## src/rtl/debounce_pulse.sv

```systemverilog
// debounce_pulse: synchronizes and debounces a bouncing input, emitting a clean level plus edge pulses.
//   Parameters: DEB_CYCLES - consecutive equal synchronized samples needed to accept a new level (2..255)
//               CNT_W      - debounce counter width, must hold DEB_CYCLES-1
//   Ports: clk    - rising-edge clock
//          rst_n  - asynchronous active-low reset
//          d      - raw asynchronous input
//          q      - registered debounced level
//          q_rise - one-cycle pulse on each accepted 0->1 change of q
//          q_fall - one-cycle pulse on each accepted 1->0 change of q
module debounce_pulse #(
    parameter int DEB_CYCLES = 4,
    parameter int CNT_W      = 8
) (
    input  logic clk,
    input  logic rst_n,
    input  logic d,
    output logic q,
    output logic q_rise,
    output logic q_fall
);
    typedef enum logic [1:0] {LOW, WAIT_H, HIGH, WAIT_L} state_t;
    localparam logic [CNT_W-1:0] LAST = CNT_W'(DEB_CYCLES - 1);
    logic             r_s1, r_s2;
    state_t           r_state, w_state_nx;
    logic [CNT_W-1:0] r_cnt, w_cnt_nx;
    logic             r_q, r_rise, r_fall;
    logic             w_done;
    // >= rather than == so a corrupted count still completes instead of wrapping
    assign w_done = r_cnt >= LAST;
    always_ff @(posedge clk or negedge rst_n) begin
        if (!rst_n) begin
            r_s1 <= 1'b0;
            r_s2 <= 1'b0;
        end else begin
            r_s1 <= d;
            r_s2 <= r_s1;
        end
    end
    always_comb begin
        w_state_nx = LOW;
        w_cnt_nx   = '0;
        case (r_state)
            LOW: begin
                if (r_s2) begin
                    w_state_nx = WAIT_H;
                    w_cnt_nx   = CNT_W'(1);
                end
            end
            WAIT_H: begin
                if (r_s2 && w_done) begin
                    w_state_nx = HIGH;
                end else if (r_s2) begin
                    w_state_nx = WAIT_H;
                    w_cnt_nx   = r_cnt + CNT_W'(1);
                end
            end
            HIGH: begin
                w_state_nx = HIGH;
                if (!r_s2) begin
                    w_state_nx = WAIT_L;
                    w_cnt_nx   = CNT_W'(1);
                end
            end
            WAIT_L: begin
                if (r_s2) begin
                    w_state_nx = HIGH;
                end else if (!w_done) begin
                    w_state_nx = WAIT_L;
                    w_cnt_nx   = r_cnt + CNT_W'(1);
                end
            end
            default: begin
                w_state_nx = LOW;
                w_cnt_nx   = '0;
            end
        endcase
    end
    // q and the pulses are registered from the next state so they change on the accepting edge
    always_ff @(posedge clk or negedge rst_n) begin
        if (!rst_n) begin
            r_state <= LOW;
            r_cnt   <= '0;
            r_q     <= 1'b0;
            r_rise  <= 1'b0;
            r_fall  <= 1'b0;
        end else begin
            r_state <= w_state_nx;
            r_cnt   <= w_cnt_nx;
            r_q     <= (w_state_nx == HIGH) || (w_state_nx == WAIT_L);
            r_rise  <= (r_state == WAIT_H) && (w_state_nx == HIGH);
            r_fall  <= (r_state == WAIT_L) && (w_state_nx == LOW);
        end
    end
    assign q      = r_q;
    assign q_rise = r_rise;
    assign q_fall = r_fall;
endmodule

```

## config.mk

```make
export PLATFORM = sky130hd
export DESIGN_NAME = debounce_pulse
export DESIGN_NICKNAME = d
export VERILOG_FILES = /design/src/rtl/debounce_pulse.sv
export SDC_FILE = /design/constraint.sdc
export NUM_CORES = 1
export LEC_CHECK = 0
export BUFFER_PORTS_ARGS = -buffer_cell sky130_fd_sc_hd__buf_2
export CAP_MARGIN = 20
export CORE_AREA = 2 2 39 41
export CTS_CLUSTER_SIZE = 25
export DETAILED_ROUTE_END_ITERATION = 8
export DIE_AREA = 0 0 41 43
export GPL_TIMING_DRIVEN = 0
export PLACE_DENSITY = 0.61
export SLEW_MARGIN = 20
export SYNTH_ARGS = -nofsm -noshare
export SYNTH_HDL_FRONTEND = slang
export SYNTH_SLANG_ARGS = --single-unit
```

## constraint.sdc

```tcl
create_clock -name clk -period 2.73 [get_ports clk]
set_input_delay 0.546 -clock clk [delete_from_list [all_inputs] [get_ports clk]]
set_output_delay 0.546 -clock clk [all_outputs]
set_load 0.05 [all_outputs]
```

==> out/results.ini <==
[power]
p_clk_frac = 0.209
powerDensity_mw_per_mm2 = 931.6
leakagePower_nw = 0.2806
ir_worst_vdd_uv = 408.7
power.internal_mw = 0.3832
power.switching_mw = 0.1844
combinationalPowerShare = 0.274
switching_share = 0.3249
seq_power_share = 0.517

[clock_tree]
cts_tree = built
cts_buffers = 3
root_buffer = clkbuf_4
cts.sinks = 15
cts_hold_buffers = 0
postCtsSetupBuffers = 0
path_clk_slew_ps = 80
clk_latency_ps = 270
cts_resized = 0
cts.htree.levels = 1
cts_buffer_depth = 2

[timing]
whs_ps = 151.7
hold_viol = 0
rsz0062_at_grt = no
skew_ps = 2.286
max_freq_mhz = 578.3
tns_ps = 0
slew_viol_final = 0
fin_crit_sh = 0.6335
setup_viol_count_final = 0
period_minus_slack_ps = 1729

[synthesis]
synth_edf_count = 0
synth-seq-area-share = 0.7229
synth-seq-cells = 15
async_flop_share = 1.000
syn_avg_cell_area_sq_um = 17.31
yosysTopAreaCell = dfrtp_1
synth_area_leaders = dfrtp_1 (72%), o41ai_4 (5.3%), mux2_2 (4.3%), or4_4 (4.3%), nor3b_1 (2.9%)
yosys_warnings = 0
yosysUniqueCellTypes = 13
synth_common_cells = dfrtp_1 (15), mux2_2 (2), nor3b_1 (2), or4_4 (2)
post-synth-top-count-cell = dfrtp_1
synth_top_area_frac = 0.7229
netlist_area_sq_um = 519.2
synthFlopType = dfrtp_1
netlist_instances = 30

[global_routing]
grt_pass1_wl_mm = 1.159
grt-ovfl-total = 0
grt.met3_usage = 0.04712
grtUsageMet2 = 0.1375
grt_use_met1 = 0.1259
grt.total_usage = 0.1102
antenna_found_initial = 0
grt_max_degree = 16
grt.busiest_layer = met2
grt_pass1_vias = 267

[worst_setup_path]
path_class = register to register
cp.arrival_ps = 1890
crit_path_start_kind = register
required_ps = 2890
cp-end-kind = register
crit_fanout = 4

[final_layout]
fin_area_sq_um = 609.3
fin_util = 0.4403
fill_cells = 131
drive_above_1_share = 0.3409
synthToLayoutAreaGrowth_pct = 17.35
antenna_cells = 0
fin_nets = 49
final_cells = 60

[place]
dp.cells = 56
routabilityCongestion = 0.6511
place.detailed.hpwl_um = 445.1
io_buffers = 5
postPlaceCellArea_sq_um = 583.1

[floorplan]
io_pins = 6
dieWidth_um = 41
rows = 14
core_sq_mm = 0.001384
initial_core_util = 0.3752
dieArea_sq_mm = 0.001763
die_y_um = 43

[detailed_routing]
ant_nets = 0
dr.first_iter.drc_count = 2
dr.pass1.iters = 2
wl_um = 628
avgViaCountPerCell = 4.500
vias = 270
drcViolationCount = 0
wire_per_inst_um = 10.47

[hold_path]
hold_class = input pin to async pin

[run]
max-cap-violations = 0

[status]
outcome = complete, no violations

## power groups by stage
stage	combinational [mW]	clock (mW)	sequential, mW
CTS	0.158	0.126	0.294
finish	0.155	0.119	0.294
global placement	0.154	0	0.294
detailed placement	0.158	0	0.298
floorplan	0.0784	0	0.342
global route	0.170	0.140	0.299
## final cells by class
class / instances / area, sq um / share of cell area
clock buffers: 4 / 26.28 / 0.04312
multi-input cells: 20 / 162.7 / 0.2669
flip-flops and latches: 15 / 375.4 / 0.6160
well taps: 16 / 20.02 / 0.03285
repair buffers: 5 / 25.02 / 0.04107
## metal layers
layer / up-vias / part of all wire
met5: - / 0
met4: 0 / 0.016
met3: 2 / 0.056
met2: 5 / 0.53
met1: 134 / 0.40
li1: 129 / -
## final timing paths
path / to / start / cells past startpoint / slack, ps
setup reg to reg: r_state[1]$_DFF_PN0_ / r_cnt[5]$_DFF_PN0_ / 3 / 1000
setup / recovery: r_state[1]$_DFF_PN0_ / r_cnt[5]$_DFF_PN0_ / 3 / 1000
hold reg to reg: r_s2$_DFF_PN0_ / r_s1$_DFF_PN0_ / 0 / 360
min in group clk: r_s2$_DFF_PN0_ / r_s1$_DFF_PN0_ / 0 / 360
max in group asynchronous: r_state[1]$_DFF_PN0_ / rst_n / 1 / 2340
hold / removal: r_cnt[7]$_DFF_PN0_ / rst_n / 1 / 150
## placed cells by master (no fill, tap or decap)
master	instances
a21oi_1	1
buf_2	5
clkbuf_1	1
nor3b_1	2
nand2_1	1
o41ai_4	1
ha_1	1
or2_2	1
xnor2_1	1
or4_4	2
mux2_2	2
o22ai_1	1
nor3_2	1
clkbuf_4	3
dfrtp_1	15
conb_1	6
## worst max-delay path, cell delays in order, from the launching register on
cell and delay [ps]:
dfrtp_1 370, or4_4 550, o41ai_4 320, mux2_2 380
## logic make-up (layout without fill, tap and decap cells)
kind of cell             Yosys count  after routing  synth area share
buffers and inverters              0              9                 0
flip-flops                        15             15            0.7229
multiplexers                       2              2           0.04337
XOR/XNOR                           1              1           0.01687
AO/OA/AOI/OAI                      3              3           0.07470
AND/OR/NAND/NOR                    7              7            0.1108
other                              1              6          0.007222
adder cells (fa/ha/maj)            1              1           0.02409
## sequential cells by signal, summed over array words and instances, names as in the netlist
name and cells:
r_cnt 8, r_state 2, q 1, q_fall 1, q_rise 1, r_s1 1, r_s2 1
## metrics by stage
| stage | total power [mW] | worst slack [ps] |
|---|---|---|
| CTS | 0.5784 | 991.1 |
| floorplan | 0.4206 | 1079 |
| detailed placement | 0.4567 | 1005 |
| global route | 0.6087 | 928.7 |
| global placement | 0.4486 | 1028 |
| finish | 0.5677 | 1001 |
Note: power is estimated with default switching activity, not from simulation.
